--- config.mk ---
export PLATFORM = sky130hd
export DESIGN_NAME = axi_rd_vc_if_flat
export DESIGN_NICKNAME = d
export VERILOG_FILES = /design/src/rtl/ravenoc_pkg.sv /design/src/rtl/axi_rd_vc_if_if.sv /design/src/rtl/fifo.sv /design/src/rtl/axi_rd_vc_if.sv /design/src/flat_wrapper.sv
export SDC_FILE = /design/constraint.sdc
export NUM_CORES = 1
export LEC_CHECK = 0
export ABC_AREA = 1
export CAP_MARGIN = 20
export CORE_MARGIN = 5
export CORE_UTILIZATION = 35
export DETAILED_ROUTE_END_ITERATION = 6
export PLACE_DENSITY = 0.5
export SLEW_MARGIN = 10
export SYNTH_ARGS = -nofsm -noshare
export SYNTH_HDL_FRONTEND = slang
export SYNTH_SLANG_ARGS = --single-unit
--- constraint.sdc ---
create_clock -name aclk -period 7.7 [get_ports aclk]
set_input_delay 1.54 -clock aclk [delete_from_list [all_inputs] [get_ports aclk]]
set_output_delay 1.54 -clock aclk [all_outputs]
set_load 0.005 [all_outputs]
--- src/rtl/ravenoc_pkg.sv ---
// Shared types and constants for the AXI read / virtual-channel bridge.
//   region_e   : decoded target of an AR request
//   st_e       : response FSM states
//   ot_entry_t : one outstanding-transaction record held in the OT queue
//   *_BASE_DEF : default address map bases; VC i lives at base + VC_STRIDE*i
package ravenoc_pkg;

  localparam logic [15:0] RD_BASE_DEF  = 16'h2000;
  localparam logic [15:0] CSR_BASE_DEF = 16'h3000;
  localparam int          VC_STRIDE    = 8;
  localparam int          ID_W_MAX     = 16;  // widest ARID the OT entry can carry
  localparam int          VC_IDX_W     = 3;   // enough for up to 8 VCs

  localparam logic [1:0]  RESP_OKAY    = 2'b00;
  localparam logic [1:0]  RESP_SLVERR  = 2'b10;

  typedef enum logic [1:0] {RG_DATA, RG_CSR, RG_ERR} region_e;

  typedef enum logic [1:0] {ST_IDLE, ST_DATA, ST_CSR, ST_ERR} st_e;

  typedef struct packed {
    logic [ID_W_MAX-1:0] id;
    logic [7:0]          len;
    region_e             region;
    logic [VC_IDX_W-1:0] vc;
  } ot_entry_t;

  function automatic logic [15:0] vc_addr(input logic [15:0] base, input int i);
    return base + 16'(VC_STRIDE * i);
  endfunction

endpackage

--- src/rtl/axi_rd_vc_if_if.sv ---
// Bundle of the AXI read channels, the flit push port and the per-VC empty
// flags. slave = the bridge, master = whoever drives AR/R-ready/flits.
interface axi_rd_vc_if_if #(
  parameter int N_VC   = 3,
  parameter int DATA_W = 32,
  parameter int ID_W   = 4
);
  localparam int VC_W = (N_VC > 1) ? $clog2(N_VC) : 1;

  logic              arvalid;
  logic              arready;
  logic [15:0]       araddr;
  logic [7:0]        arlen;
  logic [2:0]        arsize;
  logic [ID_W-1:0]   arid;

  logic              rvalid;
  logic              rready;
  logic [DATA_W-1:0] rdata;
  logic [1:0]        rresp;
  logic              rlast;
  logic [ID_W-1:0]   rid;

  logic              pkt_valid;
  logic              pkt_ready;
  logic [VC_W-1:0]   pkt_vc;
  logic [DATA_W-1:0] pkt_data;

  logic [N_VC-1:0]   vc_empty;

  modport slave (
    input  arvalid, araddr, arlen, arsize, arid,
    output arready,
    input  rready,
    output rvalid, rdata, rresp, rlast, rid,
    input  pkt_valid, pkt_vc, pkt_data,
    output pkt_ready, vc_empty
  );

  modport master (
    output arvalid, araddr, arlen, arsize, arid,
    input  arready,
    output rready,
    input  rvalid, rdata, rresp, rlast, rid,
    output pkt_valid, pkt_vc, pkt_data,
    input  pkt_ready, vc_empty
  );
endinterface

--- src/rtl/fifo.sv ---
// Synchronous FIFO with show-ahead read data and an occupancy count.
//   clk_i/rst_i : clock, async active-high reset (pointers/count only)
//   wr_i/wdata_i: push; ignored when full
//   rd_i        : pop; ignored when empty
//   rdata_o     : current head entry
//   count_o     : number of stored entries (0..DEPTH)
module fifo #(
  parameter int WIDTH = 8,
  parameter int DEPTH = 4   // power of 2, >= 2
) (
  input  logic                         clk_i,
  input  logic                         rst_i,
  input  logic                         wr_i,
  input  logic [WIDTH-1:0]             wdata_i,
  input  logic                         rd_i,
  output logic [WIDTH-1:0]             rdata_o,
  output logic [$clog2(DEPTH+1)-1:0]   count_o
);
  localparam int AW = $clog2(DEPTH);
  localparam int CW = $clog2(DEPTH + 1);

  logic [WIDTH-1:0] mem_q [DEPTH];
  logic [AW-1:0]    wptr_q, rptr_q;
  logic [CW-1:0]    cnt_q;
  logic             wr_ok, rd_ok;

  assign wr_ok   = wr_i && (cnt_q != CW'(DEPTH));
  assign rd_ok   = rd_i && (cnt_q != '0);
  assign rdata_o = mem_q[rptr_q];
  assign count_o = cnt_q;

  always_ff @(posedge clk_i) begin
    if (wr_ok) mem_q[wptr_q] <= wdata_i;
  end

  // Pointers wrap naturally because DEPTH is a power of 2.
  always_ff @(posedge clk_i or posedge rst_i) begin
    if (rst_i) begin
      wptr_q <= '0;
      rptr_q <= '0;
      cnt_q  <= '0;
    end else begin
      if (wr_ok) wptr_q <= wptr_q + AW'(1);
      if (rd_ok) rptr_q <= rptr_q + AW'(1);
      if (wr_ok && !rd_ok)      cnt_q <= cnt_q + CW'(1);
      else if (rd_ok && !wr_ok) cnt_q <= cnt_q - CW'(1);
    end
  end
endmodule

--- src/rtl/axi_rd_vc_if.sv ---
// AXI read slave in front of N_VC virtual-channel receive buffers.
// AR requests are decoded into DATA (pop flits of one VC), CSR (report one
// VC's occupancy) or ERR (SLVERR, zero data) and queued in an outstanding
// table; a response FSM serves the queue head one burst at a time.
//   aclk, arst : clock, async active-high reset
//   bus        : AR/R channels, flit push port, per-VC empty flags
module axi_rd_vc_if
  import ravenoc_pkg::*;
#(
  parameter int          N_VC      = 3,
  parameter int          DATA_W    = 32,
  parameter int          BUF_DEPTH = 4,
  parameter int          OT_DEPTH  = 2,
  parameter int          ID_W      = 4,
  parameter logic [15:0] RD_BASE   = RD_BASE_DEF,
  parameter logic [15:0] CSR_BASE  = CSR_BASE_DEF
) (
  input logic            aclk,
  input logic            arst,
  axi_rd_vc_if_if.slave  bus
);
  localparam int         CNT_W     = $clog2(BUF_DEPTH + 1);
  localparam int         OT_CW     = $clog2(OT_DEPTH + 1);
  localparam logic [2:0] SIZE_LOG2 = 3'($clog2(DATA_W / 8));

  ot_entry_t                    dec, ot_head;
  logic [OT_CW-1:0]             ot_cnt;
  logic                         ot_full, ot_empty, ar_hs;

  logic [N_VC-1:0][DATA_W-1:0]  vc_head;
  logic [N_VC-1:0][CNT_W-1:0]   vc_cnt;
  logic [N_VC-1:0]              vc_full, vc_push, vc_pop;
  logic                         pkt_rdy;

  logic [DATA_W-1:0]            sel_head;
  logic [CNT_W-1:0]             sel_cnt;
  logic                         sel_empty;

  st_e                          state_q, state_d;
  logic [7:0]                   beat_q, beat_d;
  logic [CNT_W-1:0]             csr_q, csr_d;

  logic                         rvalid, rlast, r_hs, burst_done;
  logic [DATA_W-1:0]            rdata;
  logic [1:0]                   rresp;

  // ---------------- AR decode / outstanding queue ----------------
  always_comb begin
    dec        = '0;
    dec.id     = ID_W_MAX'(bus.arid);
    dec.len    = bus.arlen;
    dec.region = RG_ERR;
    for (int i = 0; i < N_VC; i++) begin
      if (bus.araddr == vc_addr(RD_BASE, i)) begin
        dec.region = RG_DATA;
        dec.vc     = VC_IDX_W'(i);
      end
      if (bus.araddr == vc_addr(CSR_BASE, i)) begin
        dec.region = RG_CSR;
        dec.vc     = VC_IDX_W'(i);
      end
    end
    if (bus.arsize != SIZE_LOG2) dec.region = RG_ERR;
  end

  assign ot_full     = (ot_cnt == OT_CW'(OT_DEPTH));
  assign ot_empty    = (ot_cnt == '0);
  assign bus.arready = ~ot_full;
  assign ar_hs       = bus.arvalid && ~ot_full;

  fifo #(.WIDTH($bits(ot_entry_t)), .DEPTH(OT_DEPTH)) u_ot (
    .clk_i(aclk), .rst_i(arst),
    .wr_i(ar_hs), .wdata_i(dec),
    .rd_i(burst_done), .rdata_o(ot_head),
    .count_o(ot_cnt)
  );

  // ---------------- VC receive buffers ----------------
  // Out-of-range pkt_vc matches no buffer, so ready stays low.
  always_comb begin
    pkt_rdy = 1'b0;
    vc_push = '0;
    for (int i = 0; i < N_VC; i++) begin
      if (int'(bus.pkt_vc) == i) begin
        pkt_rdy    = ~vc_full[i];
        vc_push[i] = bus.pkt_valid && ~vc_full[i];
      end
    end
  end
  assign bus.pkt_ready = pkt_rdy;

  for (genvar g = 0; g < N_VC; g++) begin : g_vc
    fifo #(.WIDTH(DATA_W), .DEPTH(BUF_DEPTH)) u_buf (
      .clk_i(aclk), .rst_i(arst),
      .wr_i(vc_push[g]), .wdata_i(bus.pkt_data),
      .rd_i(vc_pop[g]), .rdata_o(vc_head[g]),
      .count_o(vc_cnt[g])
    );
    assign vc_full[g]      = (vc_cnt[g] == CNT_W'(BUF_DEPTH));
    assign bus.vc_empty[g] = (vc_cnt[g] == '0);
  end

  // VC addressed by the burst at the OT head.
  always_comb begin
    sel_head  = '0;
    sel_cnt   = '0;
    sel_empty = 1'b1;
    vc_pop    = '0;
    for (int i = 0; i < N_VC; i++) begin
      if (int'(ot_head.vc) == i) begin
        sel_head  = vc_head[i];
        sel_cnt   = vc_cnt[i];
        sel_empty = (vc_cnt[i] == '0);
        vc_pop[i] = (state_q == ST_DATA) && r_hs;
      end
    end
  end

  // ---------------- response FSM ----------------
  always_ff @(posedge aclk or posedge arst) begin
    if (arst) state_q <= ST_IDLE;
    else      state_q <= state_d;
  end

  always_comb begin
    state_d = state_q;
    case (state_q)
      ST_IDLE: if (!ot_empty) begin
        case (ot_head.region)
          RG_DATA: state_d = ST_DATA;
          RG_CSR:  state_d = ST_CSR;
          default: state_d = ST_ERR;
        endcase
      end
      default: if (burst_done) state_d = ST_IDLE;
    endcase
  end

  always_comb begin
    rvalid = 1'b0;
    rdata  = '0;
    rresp  = RESP_OKAY;
    case (state_q)
      ST_DATA: begin
        rvalid = ~sel_empty;
        rdata  = sel_empty ? '0 : sel_head;
      end
      ST_CSR: begin
        rvalid = 1'b1;
        rdata  = DATA_W'(csr_q);
      end
      ST_ERR: begin
        rvalid = 1'b1;
        rresp  = RESP_SLVERR;
      end
      default: ;
    endcase
  end

  assign r_hs       = rvalid && bus.rready;
  assign rlast      = rvalid && (beat_q == ot_head.len);
  assign burst_done = r_hs && rlast;

  // Beat counter and CSR snapshot. The occupancy is latched when a CSR beat
  // is first presented so the value cannot move while the master stalls.
  always_comb begin
    beat_d = beat_q;
    if (state_q == ST_IDLE) beat_d = '0;
    else if (r_hs)          beat_d = beat_q + 8'd1;
    csr_d = csr_q;
    if ((state_q == ST_IDLE && state_d == ST_CSR) || (state_q == ST_CSR && r_hs))
      csr_d = sel_cnt;
  end

  always_ff @(posedge aclk or posedge arst) begin
    if (arst) begin
      beat_q <= '0;
      csr_q  <= '0;
    end else begin
      beat_q <= beat_d;
      csr_q  <= csr_d;
    end
  end

  assign bus.rvalid = rvalid;
  assign bus.rdata  = rdata;
  assign bus.rresp  = rresp;
  assign bus.rlast  = rlast;
  assign bus.rid    = (state_q != ST_IDLE) ? ot_head.id[ID_W-1:0] : '0;
endmodule

--- src/flat_wrapper.sv ---
// flat-port wrapper written by rule: the top's interface ports become plain ports
module axi_rd_vc_if_flat import ravenoc_pkg::*;
#(
  parameter int          N_VC      = 3,
  parameter int          DATA_W    = 32,
  parameter int          BUF_DEPTH = 4,
  parameter int          OT_DEPTH  = 2,
  parameter int          ID_W      = 4,
  parameter logic [15:0] RD_BASE   = RD_BASE_DEF,
  parameter logic [15:0] CSR_BASE  = CSR_BASE_DEF
)
  (aclk, arst, bus_arvalid, bus_araddr, bus_arlen, bus_arsize, bus_arid, bus_arready, bus_rready, bus_rvalid, bus_rdata, bus_rresp, bus_rlast, bus_rid, bus_pkt_valid, bus_pkt_vc, bus_pkt_data, bus_pkt_ready, bus_vc_empty);
  axi_rd_vc_if_if #(.N_VC(N_VC), .DATA_W(DATA_W), .ID_W(ID_W)) bus_i ();
  input logic aclk;
  input logic arst;
  input wire logic [$bits(bus_i.arvalid)-1:0] bus_arvalid;
  input wire logic [$bits(bus_i.araddr)-1:0] bus_araddr;
  input wire logic [$bits(bus_i.arlen)-1:0] bus_arlen;
  input wire logic [$bits(bus_i.arsize)-1:0] bus_arsize;
  input wire logic [$bits(bus_i.arid)-1:0] bus_arid;
  output wire logic [$bits(bus_i.arready)-1:0] bus_arready;
  input wire logic [$bits(bus_i.rready)-1:0] bus_rready;
  output wire logic [$bits(bus_i.rvalid)-1:0] bus_rvalid;
  output wire logic [$bits(bus_i.rdata)-1:0] bus_rdata;
  output wire logic [$bits(bus_i.rresp)-1:0] bus_rresp;
  output wire logic [$bits(bus_i.rlast)-1:0] bus_rlast;
  output wire logic [$bits(bus_i.rid)-1:0] bus_rid;
  input wire logic [$bits(bus_i.pkt_valid)-1:0] bus_pkt_valid;
  input wire logic [$bits(bus_i.pkt_vc)-1:0] bus_pkt_vc;
  input wire logic [$bits(bus_i.pkt_data)-1:0] bus_pkt_data;
  output wire logic [$bits(bus_i.pkt_ready)-1:0] bus_pkt_ready;
  output wire logic [$bits(bus_i.vc_empty)-1:0] bus_vc_empty;
  assign bus_i.arvalid = bus_arvalid;
  assign bus_i.araddr = bus_araddr;
  assign bus_i.arlen = bus_arlen;
  assign bus_i.arsize = bus_arsize;
  assign bus_i.arid = bus_arid;
  assign bus_arready = bus_i.arready;
  assign bus_i.rready = bus_rready;
  assign bus_rvalid = bus_i.rvalid;
  assign bus_rdata = bus_i.rdata;
  assign bus_rresp = bus_i.rresp;
  assign bus_rlast = bus_i.rlast;
  assign bus_rid = bus_i.rid;
  assign bus_i.pkt_valid = bus_pkt_valid;
  assign bus_i.pkt_vc = bus_pkt_vc;
  assign bus_i.pkt_data = bus_pkt_data;
  assign bus_pkt_ready = bus_i.pkt_ready;
  assign bus_vc_empty = bus_i.vc_empty;
  axi_rd_vc_if #(.N_VC(N_VC), .DATA_W(DATA_W), .BUF_DEPTH(BUF_DEPTH), .OT_DEPTH(OT_DEPTH), .ID_W(ID_W), .RD_BASE(RD_BASE), .CSR_BASE(CSR_BASE)) u_core (.aclk(aclk), .arst(arst), .bus(bus_i));
endmodule
# --- Word level (Yosys, flattened, before mapping) ---
# Memories as Yosys holds them, arrays and structs flattened.
# Index checks and enable logic that the tools add are counted.
totals:
  reg_bits: 38
  ram_bits: 418
  inputBits: 70
  output_inout_bits: 45
  wordCells: 172
  memories: 4
memory_table:
  columns: ["name", "words", "width", "read_ports", "rd_clocked_by_memory_dff", "write_ports", "line", "text"]
  rows:
  - ["u_core.g_vc[0].u_buf.mem_q", 4, 32, 1, 0, 1, "fifo.sv:22", "logic [WIDTH-1:0] mem_q [DEPTH];"]
  - ["u_core.g_vc[1].u_buf.mem_q", 4, 32, 1, 0, 1, "fifo.sv:22", null]
  - ["u_core.g_vc[2].u_buf.mem_q", 4, 32, 1, 0, 1, "fifo.sv:22", null]
  - ["u_core.u_ot.mem_q", 2, 17, 1, 0, 1, "fifo.sv:22", null]
classes:
  addsub: 17
  n_eq_ne: 25
  muxes: 52
  bitwise_logic: 5
  reduce_logical: 54
op_table:
  columns: ["op", "count"]
  rows:
  - ["two-way mux 32 bit", 4]
  - ["equality test 16 x 14 -> 1 bit, second input constant", 6]
  - ["one-hot mux 32 bit (2 select lines)", 1]
  - ["two-way mux 5 bit", 6]
  - ["two-way mux 3 bit", 9]
  - ["logical AND 1 bit", 26]
  - ["two-way mux 1 bit", 20]
  - ["two-way mux 8 bit", 2]
  - ["adder 2 x 1 -> 2 bit, second input constant", 7]
  - ["two-way mux 2 bit", 7]
  - ["nonzero test 2 bit", 7]
  - ["equality test 2 bit, second input constant", 6]
  - ["equality test 3 bit, second input constant", 4]
  - ["logical NOT 3 bit", 4]
  - ["adder 3 x 1 -> 3 bit, second input constant", 3]
  - ["!= test 3 bit, second input constant", 3]
  - ["nonzero test 3 bit", 3]
  - ["subtractor 3 x 1 -> 3 bit, second input constant", 3]
  - ["adder 8 x 1 -> 8 bit, second input constant", 1]
  - ["equality test 8 bit", 1]
  - ["logical NOT 1 bit", 8]
  - ["logical NOT 2 bit", 4]
  - ["inverter 1 bit", 5]
  - ["equality test 2 x 1 -> 1 bit, second input constant", 2]
  - ["10 further kinds", 11]

# --- Longest topological paths before layout ---
# Gate-level depths: netlist of run 1.
# An unclocked memory read counts as a cell.
logic_depth:
  depth_word: 14
  depth_mapped: 18
  depth_no_buf: 18

# --- Cells and area by module ---
# Synthesis of run 1 repeated with hierarchy kept, for this count alone.
hier_totals:
  hier_cells: 1841
  hier_area_um2: 20955.1
by_module_without_submodules:
  columns: ["module", "instances", "cells_per_inst", "area_each_um2", "seq_area_each_um2"]
  rows:
  - ["fifo at u_core.g_vc[0].u_buf ...", 3, 434, 5560.3, 4018.9]
  - ["fifo at u_core.u_ot", 1, 181, 2327.2, 1841.8]
  - ["axi_rd_vc_if", 1, 358, 1946.9, 325.3]

# --- Least setup slack after synthesis of run 1 ---
# OpenSTA, ideal clock, no wires.
synth_path:
  path_type: "input to register"
  start: "input bus_pkt_vc[0]"
  end: "memory u_core.g_vc[0].u_buf.mem_q[0][0] (netlist bit), enable pin"
  setup_time_ns: 0.421
  arrival_ns: 3.559
  required_time_ns: 7.279
  setup_slack_ns: 3.720
  path_stages: 5
  n_path_buf: 0
  path_cell_list: "a311oi_1 -> inv_1 -> nor2_1 -> inv_1 -> nor2_1"
synth_between:
  elab_chain_len: 5
synth_lines:
  columns: ["element", "line", "text"]
  rows:
  - ["start: declaration", "flat_wrapper.sv:29", "input wire logic [$bits(bus_i.pkt_vc)-1:0] bus_pkt_vc;"]
  - ["logical NOT 2 bit", "axi_rd_vc_if.sv:84", "if (int'(bus.pkt_vc) == i) begin"]
  - ["two-way mux 1 bit", "axi_rd_vc_if.sv:84", null]
  - ["logical AND 1 bit", "fifo.sv:27", "assign wr_ok = wr_i && (cnt_q != CW'(DEPTH));"]
  - ["named net u_core.g_vc[0].u_buf.wr_ok", "fifo.sv:25", "logic wr_ok, rd_ok;"]
  - ["two-way mux 1 bit", "fifo.sv:33", "if (wr_ok) mem_q[wptr_q] <= wdata_i;"]
  - ["two-way mux 1 bit (not written as such)", "fifo.sv:33", null]
  - ["end: declaration", "fifo.sv:22", null]
# The timed path passes the listed nets, and every way through them passes these cells.

# --- Worst setup path after layout of run 1 ---
layout_path:
  start: "register u_core.u_ot.rptr_q"
  end: "output bus_rdata[12]"
layout_between:
  elab_chain_len: 7
  elab_cells_between_ends: 12
  classes_between: "eq/ne: 2; mux: 8; reduce/logical: 1; memory: 1"
layout_lines:
  columns: ["element", "line", "text"]
  rows:
  - ["start: declaration", "fifo.sv:23", "logic [AW-1:0] wptr_q, rptr_q;"]
  - ["start signal: assignment", "fifo.sv:44", "if (rd_ok) rptr_q <= rptr_q + AW'(1);"]
  - ["memory (2 x 17 bit) *", null, null]
  - ["logical NOT 3 bit", "axi_rd_vc_if.sv:110", "if (int'(ot_head.vc) == i) begin"]
  - ["two-way mux 32 bit or two-way mux 1 bit (tied branches) (3 in series)", "axi_rd_vc_if.sv:110", null]
  - ["two-way mux 32 bit *", "axi_rd_vc_if.sv:146", "rdata = sel_empty ? '0 : sel_head;"]
  - ["one-hot mux 32 bit (2 select lines) *", "axi_rd_vc_if.sv:143", "case (state_q)"]
  - ["end: declaration", "flat_wrapper.sv:24", "output wire logic [$bits(bus_i.rdata)-1:0] bus_rdata;"]
# Mark *: on every way between the ends. The rest lies on a longest branch, timed or not.

==> impl_results.md, run 1 <==
- Outcome: complete, no violations
- Synth area leader: edfxtp_1
- Slowest cell on crit path: dfrtp_1
- Largest net degree at the start of global routing: 67
- I/O pin total: ~120
- Drt wl/cell: ~20 um
- DP Area: about 21000 um2
- Setup TNS: 0 ns
- Global route total overflow: 0
- Core area: 53810 um2
- Fraction of layout cells with a size suffix above 1: 9.578%
- Clk sinks: approximately 450
- Cell Area, Synth: roughly 19000 um2
- Most frequent cell after synthesis: edfxtp_1
- Most frequent CP cell: nand2_4
- Final period util: about 83%
- Total GRT Usage: 15.99%
- Synthesized flop and latch total: roughly 450
- Yosys cell types: 45
- Clk_lat worst skew: 0.59 ns
- Clock tree buffer depth: 3
- Yosys Warn Count: 0
- Design area: between 20000 and 25000 um2
- Vias per cell: 5.071
- Layout Area Growth over Synthesis: 18.25%
- # fillers: 5031
- CTS H-tree depth: 2
- Remaining DRCs: 0
- Critical setup path kind: flip-flop to output port
- Root Driver: clkbuf_16
- Worst endpoint data arrival time: 4.83 ns
- Met2 wire len: ~23 mm
- Global-route wire length before repair: about 73 mm
- Hold-fix buffers, CTS: 0
- PD cells: around 340 nW/um2
- Commonest cells post-synth: edfxtp_1, nand2_1, nor2_1, o21ai_0, inv_1
- Routed wl met3: 2.831 mm
- Clock transition at path regs: 0.06 ns
- Final WL: between 40 and 50 mm
- # Post-CTS Setup Buffers: 0
- Syn Area/Cell: 12.38 um2
- Vias in the first global route: between 10000 and 15000
- Final #Nets: roughly 1700
- Drt first pass iters: 5
- Rel. slew slack: about two fifths
- Port Buf Inserts: between 100 and 150
- Crit path launch type: flip-flop
- Static Leakage: slightly below 0.008 uW
- Maximum VDD drop: 167.3 uV
- Initial antenna violation count: 3
- Dpl hpwl: 28.16 mm
- Post-CTS Resized: 0
- Fmax: roughly 0.16 GHz
- Die width: 242.9 um
- Mapped Nets: 1627
- Fin. Hold Viols: 0
- GPL Wtd Cong: 0.7500
- Crit-path max FO: 37
- Die area: a little under 60000 um2
- Power, Total: about 7700 uW
- Die H: roughly 240 um
- Post-synthesis sequential area ratio: a little over two thirds
- Row cnt: 85
- Worst-margin pin slew: 0.9227 ns
- Initial Util: between 30% and 40%
- Crit end category: output port
- Final-report max-slew violation count: 0
- Fin crit period: approximately 6.4 ns
- Routed via count: 12065
- Top-area cell type share of the netlist area: about two thirds
- Critical Path Max Stage Delay: between 0.8 and 0.9 ns
- Top cells by area, synth: edfxtp_1, dfrtp_1, nand2_1
- HP Class: flip-flop to flip-flop
- Finished Core Util: about two fifths
- Number of CTS-inserted buffers: 50
- CTS tree: yes
- Syn Inst Count: between 1500 and 2000
- Clk_skew: 0.01529 ns
- CP Cell Sequence: inv_2 -> nand2_1 -> nand2_2 -> nand2_4 -> nor2_1 -> nor2_2 -> nand2_4 -> inv_2 -> nand2_4 -> a211oi_1 -> clkdlybuf4s50_1
- DR iter-0 viols: between 800 and 900
- Routed Antenna Nets: 0
- Max layer used: met5
- Synth Flop Type: edfxtp_1
- EDFF count, synth: around 420
- Maximum capacitance violations: 0
- M1 WL: approximately 22 mm
- Final setup violation count: 0
- RSZ-0062 raised after global routing: no
- WP data required: 6.16 ns
- Fraction of registers with async set/reset: between 8 and 9%
## report_power, final
group	leakage [uW]	total, uW	internal (uW)	switching, uW
registers	0.00423	3060	2940	122
logic	0.00286	2420	731	1680
clock network	0.000731	2200	1240	956
total	0.00782	7670	4910	2760
## routing by layer
metal | up-vias | GRT usage, %
met2 | 308 | 26.23
li1 | 5751 | -
met3 | 70 | 3.289
met1 | 5934 | 21.58
met5 | - | 0
met4 | 2 | 4.873
## flip-flops by register name, indices dropped and copies added, names as in the netlist
| register | cells |
|---|---|
| u_core.beat_q | 8 |
| u_core.g_vc.u_buf.rptr_q | 6 |
| u_core.state_q | 2 |
| u_core.csr_q | 3 |
| u_core.u_ot.wptr_q | 1 |
| u_core.u_ot.rptr_q | 1 |
| u_core.g_vc.u_buf.mem_q | 384 |
| u_core.g_vc.u_buf.count_o | 9 |
| u_core.u_ot.mem_q | 32 |
| u_core.u_ot.count_o | 2 |
| u_core.g_vc.u_buf.wptr_q | 6 |
## worst paths after layout
check | start | endpoint | slack, ns | depth (start not counted)
max reg2reg | u_core.u_ot.rptr_q | u_core.g_vc[2].u_buf.count_o[2] | 3.22 | 17
max in group asynchronous | arst | u_core.g_vc[0].u_buf.rptr_q[0] | 5.90 | 3
min reg2reg | u_core.u_ot.count_o[1] | u_core.u_ot.count_o[1] | 0.50 | 1
min in group asynchronous | arst | u_core.g_vc[1].u_buf.wptr_q[0] | 1.39 | 3
max | u_core.u_ot.rptr_q | bus_rdata[12] | 1.33 | 11
min | u_core.u_ot.count_o[1] | u_core.u_ot.count_o[1] | 0.50 | 1
## placed cells by master (no fill, tap or decap), types with 3 or more instances in the layout
cell type and n:
clkbuf_1 8, o221ai_1 32, xor2_1 14, o21ai_2 7
a211oi_1 8, a22oi_1 28, o21ai_0 144, a21oi_1 69
nand3_2 3, o211ai_1 5, inv_1 78, ha_1 21
inv_2 5, nand2_4 4, fa_1 3, dfrtp_1 35
nand2_1 237, nor2_1 197, clkinv_1 16, clkdlybuf4s50_1 113
clkinv_2 8, xnor2_1 5, buf_4 28, dfrtp_2 3
edfxtp_1 416, nand4_1 9, o22ai_1 30, a211oi_2 18
nor2_4 12, nand2_2 8, nor2_2 3, clkbuf_16 50
nand3_1 33
## through the flow
step / hold WS [ns] / setup slack [ns] / instances
floorplan: 0.4674 / 3.720 / 1533
global placement: 0.4839 / 1.881 / 2288
detailed placement: 0.4943 / 1.830 / 2288
CTS: 0.5063 / 1.186 / 2376
global route: 0.5151 / 0.8745 / 2377
finish: 0.5023 / 1.327 / 2379
## cell families (layout without fill, tap and decap cells)
| kind of cell | after synthesis | count (layout) | synth area share, % |
|---|---|---|---|
| AND/OR/NAND/NOR | 515 | 515 | 11.19 |
| flip-flops | 454 | 454 | 70.83 |
| AO/OA/AOI/OAI | 352 | 352 | 11.72 |
| buffers and inverters | 168 | 316 | 3.659 |
| adder cells (fa/ha/maj) | 24 | 24 | 1.701 |
| XOR/XNOR | 19 | 19 | 0.8768 |
| other | 1 | 3 | 0.01976 |
## critical path, delay by kind of cell (launching register included)
family / cells / cell delay (ns)
buffers and inverters: 3 / 0.98
AO/OA/AOI/OAI: 1 / 0.37
AND/OR/NAND/NOR: 7 / 2.01
flip-flops: 1 / 0.83
## final cells by class
| type | instances | area [um2] | area share, % |
|---|---|---|---|
| multi-input cells | 911 | 4931 | 21.97 |
| inverters | 86 | 322.8 | 1.438 |
| well taps | 696 | 870.8 | 3.880 |
| clock inverters | 28 | 187.7 | 0.8363 |
| flip-flops and latches | 454 | 13450 | 59.92 |
| clock buffers | 60 | 1309 | 5.832 |
| repair buffers | 142 | 1369 | 6.099 |
| diodes | 2 | 5.005 | 0.02230 |
No activity file was read; power rests on OpenSTA's default activity.
==> run 2: changes to the inputs <==
- clock period: 7.7 -> 6 ns (I/O delays scaled with it)
==> impl_results.md, run 2 (synthesis results as in run 1) <==
- Global route total overflow: 0 (unchanged)
- Crit path depth: 11 (unchanged)
- Worst Setup SP: u_core.u_ot.rptr_q (unchanged)
- Largest register FFs: 384 (unchanged)
- Layout Area Growth over Synthesis: 18.58% (was 18.25%)
- Multi-input gate area: 4931 um2 (unchanged)
- Clk sinks: 454 (unchanged)
- Total GRT Usage: 16.58% (was 15.99%)
- Die area: 58980 um2 (unchanged)
- Initial antenna violation count: 4 (was 3)
- Worst r2r src: u_core.u_ot.rptr_q (unchanged)
- Drt first pass iters: 5 (unchanged)
- Buf/Inv on CP: 4 (was 3)
- DP Area: 20950 um2 (was 20910 um2)
- Largest net degree at the start of global routing: 67 (unchanged)
- Critical Path Max Stage Delay: 0.79 ns (was 0.83 ns)
- Most common cell after layout, fill and taps aside: edfxtp_1 (unchanged)
- Hold-fix buffers, CTS: 0 (unchanged)
- Dpl hpwl: 30.11 mm (was 28.16 mm)
- PD cells: 443.9 nW/um2 (was 341.9 nW/um2)
- Root Driver: clkbuf_16 (unchanged)
- Worst setup path end: bus_rdata[15] (was bus_rdata[12])
- CP Cell Sequence: inv_2 -> nand2_1 -> nand2_2 -> nand2_4 -> buf_4 -> nand3_2 -> nand2_4 -> inv_2 -> nand2_4 -> a211oi_2 -> clkdlybuf4s50_1 (was inv_2 -> nand2_1 -> nand2_2 -> nand2_4 -> nor2_1 -> nor2_2 -> nand2_4 -> inv_2 -> nand2_4 -> a211oi_1 -> clkdlybuf4s50_1)
- Slowest cell on crit path: dfrtp_1 (unchanged)
- Register area: 13450 um2 (unchanged)
- Outcome: complete, no violations (unchanged)
- Reg-to-Reg End: u_core.g_vc[2].u_buf.count_o[2] (unchanged)
- Setup TNS: 0 ns (unchanged)
- Clk_lat worst skew: 0.59 ns (about the same)
- DR iter-0 viols: 846 (was 892)
- Clock tree buffer depth: 3 (unchanged)
- Final setup violation count: 0 (unchanged)
- Clk_skew: 0.02007 ns (was 0.01529 ns)
- # fillers: 5022 (was 5031)
- Fmax: 0.1827 GHz
- Crit-path max FO: 36 (was 37)
- Clock transition at path regs: 0.06 ns (about the same)
- Drt wl/cell: 21.03 um (was 20.43 um)
- Final #Nets: 1741 (was 1739)
- Row cnt: 85 (unchanged)
- Crit path launch type: flip-flop (unchanged)
- Fin crit period: ~5.5 ns
- Pint: 6429 uW (was 4911 uW)
- Most frequent CP cell: nand2_4 (unchanged)
- Most flop-heavy register: u_core.g_vc.u_buf.mem_q (unchanged)
- I/O pin total: 115 (unchanged)
- Design area: 22500 um2 (was 22440 um2)
- GPL Wtd Cong: 0.7687 (was 0.7500)
- Critical setup path kind: flip-flop to output port (unchanged)
- Worst-margin pin slew: 1.014 ns (was 0.9227 ns)
- Sw Pwr: 3560 uW (was 2762 uW)
- Crit end category: output port (unchanged)
- Final period util: between 90 and 100%
- Routed via count: 12158 (was 12065)
- Commonest non-fill, non-tap cells in the layout: edfxtp_1, nand2_1, nor2_1, o21ai_0, clkdlybuf4s50_1 (unchanged)
- Maximum VDD drop: 249.8 uV (was 167.3 uV)
- Fraction of layout cells with a size suffix above 1: 9.702% (was 9.578%)
- Port Buf Inserts: 113 (unchanged)
- Sw Share: 35.64% (was 36.00%)
- Post-CTS Resized: 0 (unchanged)
- WP data required: 4.80 ns (was 6.16 ns)
- Initial Util: 35.27% (unchanged)
- CTS tree: yes (unchanged)
- Sequential power share: 39.3% (was 39.9%)
- Vias in the first global route: 12255 (was 11891)
- Global-route wire length before repair: 76.09 mm (was 72.91 mm)
- Comb pwr share: 31.2% (was 31.5%)
- R2R cell count: 17 (unchanged)
- CTS H-tree depth: 2 (unchanged)
- Vias per cell: 5.111 (was 5.071)
- Core area: 53810 um2 (unchanged)
- Worst endpoint data arrival time: 4.27 ns (was 4.83 ns)
- Clock power share: 29.5% (was 28.6%)
- # Post-CTS Setup Buffers: 0 (unchanged)
- RSZ-0062 raised after global routing: no (unchanged)
- Fin. Hold Viols: 0 (unchanged)
- Worst Slack Setup Final: 0.5264 ns (was 1.327 ns)
- Routed Antenna Nets: 0 (unchanged)
- Die width: 242.9 um (unchanged)
- HP Class: flip-flop to flip-flop (unchanged)
- Number of CTS-inserted buffers: 50 (unchanged)
- Die H: 242.9 um (unchanged)
- Static Leakage: 0.007852 uW (was 0.007823 uW)
- Maximum capacitance violations: 0 (unchanged)
- Final WL: 50.02 mm (was 48.59 mm)
- Final-report max-slew violation count: 0 (unchanged)
- R2r setup slk: 1.96 ns (was 3.22 ns)
- Pre-CTS WS: 0.9967 ns (was 1.830 ns)
- CP top delay family: simple AND/OR/NAND/NOR gates (unchanged)
- Rel. slew slack: 32.32% (was 38.27%)
- Remaining DRCs: 0 (unchanged)
[run 2: through the flow]
stage          hold slack, ns  std cells  util [%]  total power (uW)
5_1_grt                0.5291       2376     41.80             10570
3_3_place_gp           0.4863       2290     38.89              7099
4_1_cts                0.5048       2376     41.80             10100
6_report               0.5050       2379     41.82              9989
2_1_floorplan          0.4674       1533         -              5929
3_5_place_dp           0.4940       2291     38.93              7139
[run 2: cell type report]
class	instances	area share, %
Antenna cell	3	0.03336
Multi-Input combinational cell	911	21.91
Timing Repair Buffer	144	6.116
Inverter	86	1.434
Clock inverter	23	0.8951
Clock buffer	62	5.988
Sequential cell	454	59.75
Tap cell	696	3.870
[run 2: worst min path at each step]
| stage | start | end | slack [ns] | depth (start not counted) |
|---|---|---|---|---|
| after floorplan | u_core.u_ot.count_o[0] | u_core.u_ot.count_o[0] | 0.47 | 1 |
| after global routing | u_core.u_ot.count_o[1] | u_core.u_ot.count_o[1] | 0.53 | 1 |
| after CTS | u_core.u_ot.count_o[1] | u_core.u_ot.count_o[1] | 0.50 | 1 |
| final | u_core.u_ot.count_o[1] | u_core.u_ot.count_o[1] | 0.50 | 1 |
| after detailed placement | u_core.u_ot.count_o[1] | u_core.u_ot.count_o[1] | 0.49 | 1 |
| after global placement | u_core.u_ot.count_o[0] | u_core.u_ot.count_o[0] | 0.49 | 1 |
[run 2: power groups by stage]
stage	sequential [uW]	combinational [uW]	clock [uW]
after global placement	3980	3110	0
final	3930	3120	2940
after CTS	3930	3160	3010
after global routing	3960	3470	3140
after detailed placement	3990	3150	0
after floorplan	3950	1980	0
[run 2: metal layers]
layer	GRT usage, %	vias up	routed length, um
li1	-	5750	-
met1	22.59	6054	22620
met2	27.17	295	23650
met3	3.905	57	2825
met4	3.838	2	907
met5	0	-	20
==> run 3: changes to the inputs <==
- ABC_CLOCK_PERIOD_IN_PS: unset -> 6000
==> results of run 3 <==
No change in the layout: final DEF, timing and power equal those of run 2.
==> edit: new RTL, config.mk and constraints of run 3 <==
`BUF_DEPTH` is set to 4 in 2 places; all go to 8.
--- a/src/rtl/axi_rd_vc_if.sv
+++ b/src/rtl/axi_rd_vc_if.sv
@@ -11,3 +11,3 @@
   parameter int          DATA_W    = 32,
-  parameter int          BUF_DEPTH = 4,
+  parameter int          BUF_DEPTH = 8,
   parameter int          OT_DEPTH  = 2,
--- a/src/flat_wrapper.sv
+++ b/src/flat_wrapper.sv
@@ -5,3 +5,3 @@
   parameter int          DATA_W    = 32,
-  parameter int          BUF_DEPTH = 4,
+  parameter int          BUF_DEPTH = 8,
   parameter int          OT_DEPTH  = 2,
Behaviour: same outputs for any inputs over 4 cycles, from zero or initial values and one cycle with arst high; that may be too few to reach the edited logic, so the function may still have changed.
==> edit against run 3 <==
  * Power rose by 72%
  * Setup slack improved by 40 ps
  * Combinational power rose by 48%
  * Sequential cell count rose by 394
  * Routed wire length rose by 100%
  * Cell area rose by 78%
  * Clock power rose by 80%
  * Area after synthesis rose by 81%
  * Critical endpoint is now bus_rdata[27]
  * Largest cell class unchanged
==> edit: results (changes against run 3) <==
Place
The setup slack after placement is 1180 ps (+184 ps). The last weighted congestion value of the routability-driven placer is 0.772 (+0.42%). The post-detailed-placement half-perimeter wirelength came to 59.7 mm (+98%). The cell area reported after detailed placement is 37200 um2 (+78%).

Synth
The share of the yosys chip area belonging to registers is 73.3% (+2.4 points). The number of distinct library cell variants in the gate-level netlist after synthesis is 48 (+6.7%). The fraction of registers with async set or reset after synthesis is 5.66% (-2.7 points). The number of enable-type register cells in the synthesized netlist is 800 (+92%). By area the synthesized netlist is led by sky130_fd_sc_hd__edfxtp_1 70%, sky130_fd_sc_hd__nand2_1 4.8%, sky130_fd_sc_hd__nor2_1 4.0%. Sorting the synthesized cells by how often they occur yields 800 x sky130_fd_sc_hd__edfxtp_1, 437 x sky130_fd_sc_hd__nand2_1, 369 x sky130_fd_sc_hd__nor2_1, 272 x sky130_fd_sc_hd__o21ai_0, 165 x sky130_fd_sc_hd__nand3_1.

Finish
The layout filler cell count is 9103 (+81%). The final layout net count was 2941 (+69%). The share of layout cells above drive strength 1 is 8.53% (-1.2 points). The number of flip-flops in the largest register came to 768 (+100%). The number of antenna cells inserted is 0 (-3).

Route
The via density per instance is 5.34 (+4.4%). The number of violations reported at the end of detailed-routing iteration 0 is 1973 (+130%).

Outcome
The run finished with clean final reports.

GRT
The wire length of the first global-routing pass is 146 mm (+92%). The overall routing resource usage is 18.7% (+2.1 points). The maximum number of pins on one net before global-route repair came to 99 (+48%). The number of antenna violations at the first check in global routing came to 1 (-3).

The number of global-route vias before repair is 22.2k (+81%).

Clock tree
The clock insertion delay at the later pin of the skew report is 630 ps (+40 ps). The H-tree depth came to 3 (+1). The number of cells upsized or downsized after cts is 0 (unchanged). The total CTS buffers is 89 (+78%).

Pwr
The leakage power total is 0.0134 uW (+71%). The worst supply voltage drop on vdd was 0.243 mV (-2.9%). The internal cell power came to 11300 uW (+76%).

STA
The worst setup skew after layout is 25.0 ps (+4.92 ps). The normalized max-slew margin was 27.7% (-4.6 points).

Critical path
The maximum fanout encountered on the critical timing path was 27 (-25%). The delay of the slowest critical-path stage is 720 ps (-70 ps).
==> edit: worst reg2reg max path, cell delays in order (launching register included) <==
cell	delay, ps
sky130_fd_sc_hd__dfrtp_1	600
sky130_fd_sc_hd__inv_4	280
sky130_fd_sc_hd__nand2_1	110
sky130_fd_sc_hd__nand2_2	140
sky130_fd_sc_hd__inv_2	180
sky130_fd_sc_hd__nor2_4	670
sky130_fd_sc_hd__buf_4	350
sky130_fd_sc_hd__nand2_1	120
sky130_fd_sc_hd__nor2_1	250
sky130_fd_sc_hd__inv_1	130
sky130_fd_sc_hd__ha_1	230
sky130_fd_sc_hd__inv_1	120
sky130_fd_sc_hd__ha_1	250
sky130_fd_sc_hd__a21o_1	190
sky130_fd_sc_hd__a21oi_1	200
sky130_fd_sc_hd__nand2_1	70
sky130_fd_sc_hd__nand2_1	60
sky130_fd_sc_hd__nor2_1	40
sky130_fd_sc_hd__xor2_1	130
==> edit: final cells by class <==
type	count	area [um2]	area share [%]
clock buffer	115	2350	5.87
multi-input combinational	1663	8430	21.1
sequential	848	25200	63.1
tap	1287	1610	4.03
timing repair buffer	175	1660	4.15
clock inverter	48	434	1.09
inverter	70	273	0.682
==> edit: worst paths after layout <==
kind / start / endpoint / slack (ps) / depth (start not counted)
worst max register to register: u_core.u_ot.rptr_q / u_core.g_vc[0].u_buf.count_o[3] / 1750 / 18
worst min-delay path: u_core.u_ot.count_o[0] / u_core.u_ot.count_o[0] / 500 / 1
worst max-delay path: u_core.u_ot.rptr_q / bus_rdata[27] / 570 / 11
worst min register to register: u_core.u_ot.count_o[0] / u_core.u_ot.count_o[0] / 500 / 1
max in group asynchronous: arst / u_core.g_vc[2].u_buf.rptr_q[0] / 4410 / 3
min in group asynchronous: arst / u_core.g_vc[0].u_buf.wptr_q[1] / 1070 / 3
==> edit: layer usage <==
layer  part of all wire (%)  vias to the layer above  track usage, %
met4                    2.2                        0            5.13
met3                    5.8                      118            3.07
met2                     48                      674            31.4
li1                       -                    10200               -
met1                     44                    11400            25.5
met5                      0                        -               0
==> edit: through the flow <==
stage	cells	util [%]
final	4206	40.8
after floorplan	2747	-
after global routing	4206	40.8
after detailed placement	4043	38.0
after CTS	4206	40.8
after global placement	4043	38.0
==> edit: logic make-up after synthesis <==
family	share of synthesized area (%)
mux	0.0327
flops	73.3
simple gates	12.0
fa+ha+maj	0.938
xor+xnor	0.534
buf+inv	2.77
compound gates	10.4
other cells	0.0109
==> edit: power groups by stage <==
stage,Combinational (uW),Clock (uW),Sequential [uW]
5_1_grt,5100,5650,7290
2_1_floorplan,3020,0,7130
3_5_place_dp,4630,0,7370
4_1_cts,4650,5400,7250
3_3_place_gp,4540,0,7350
6_report,4610,5290,7250
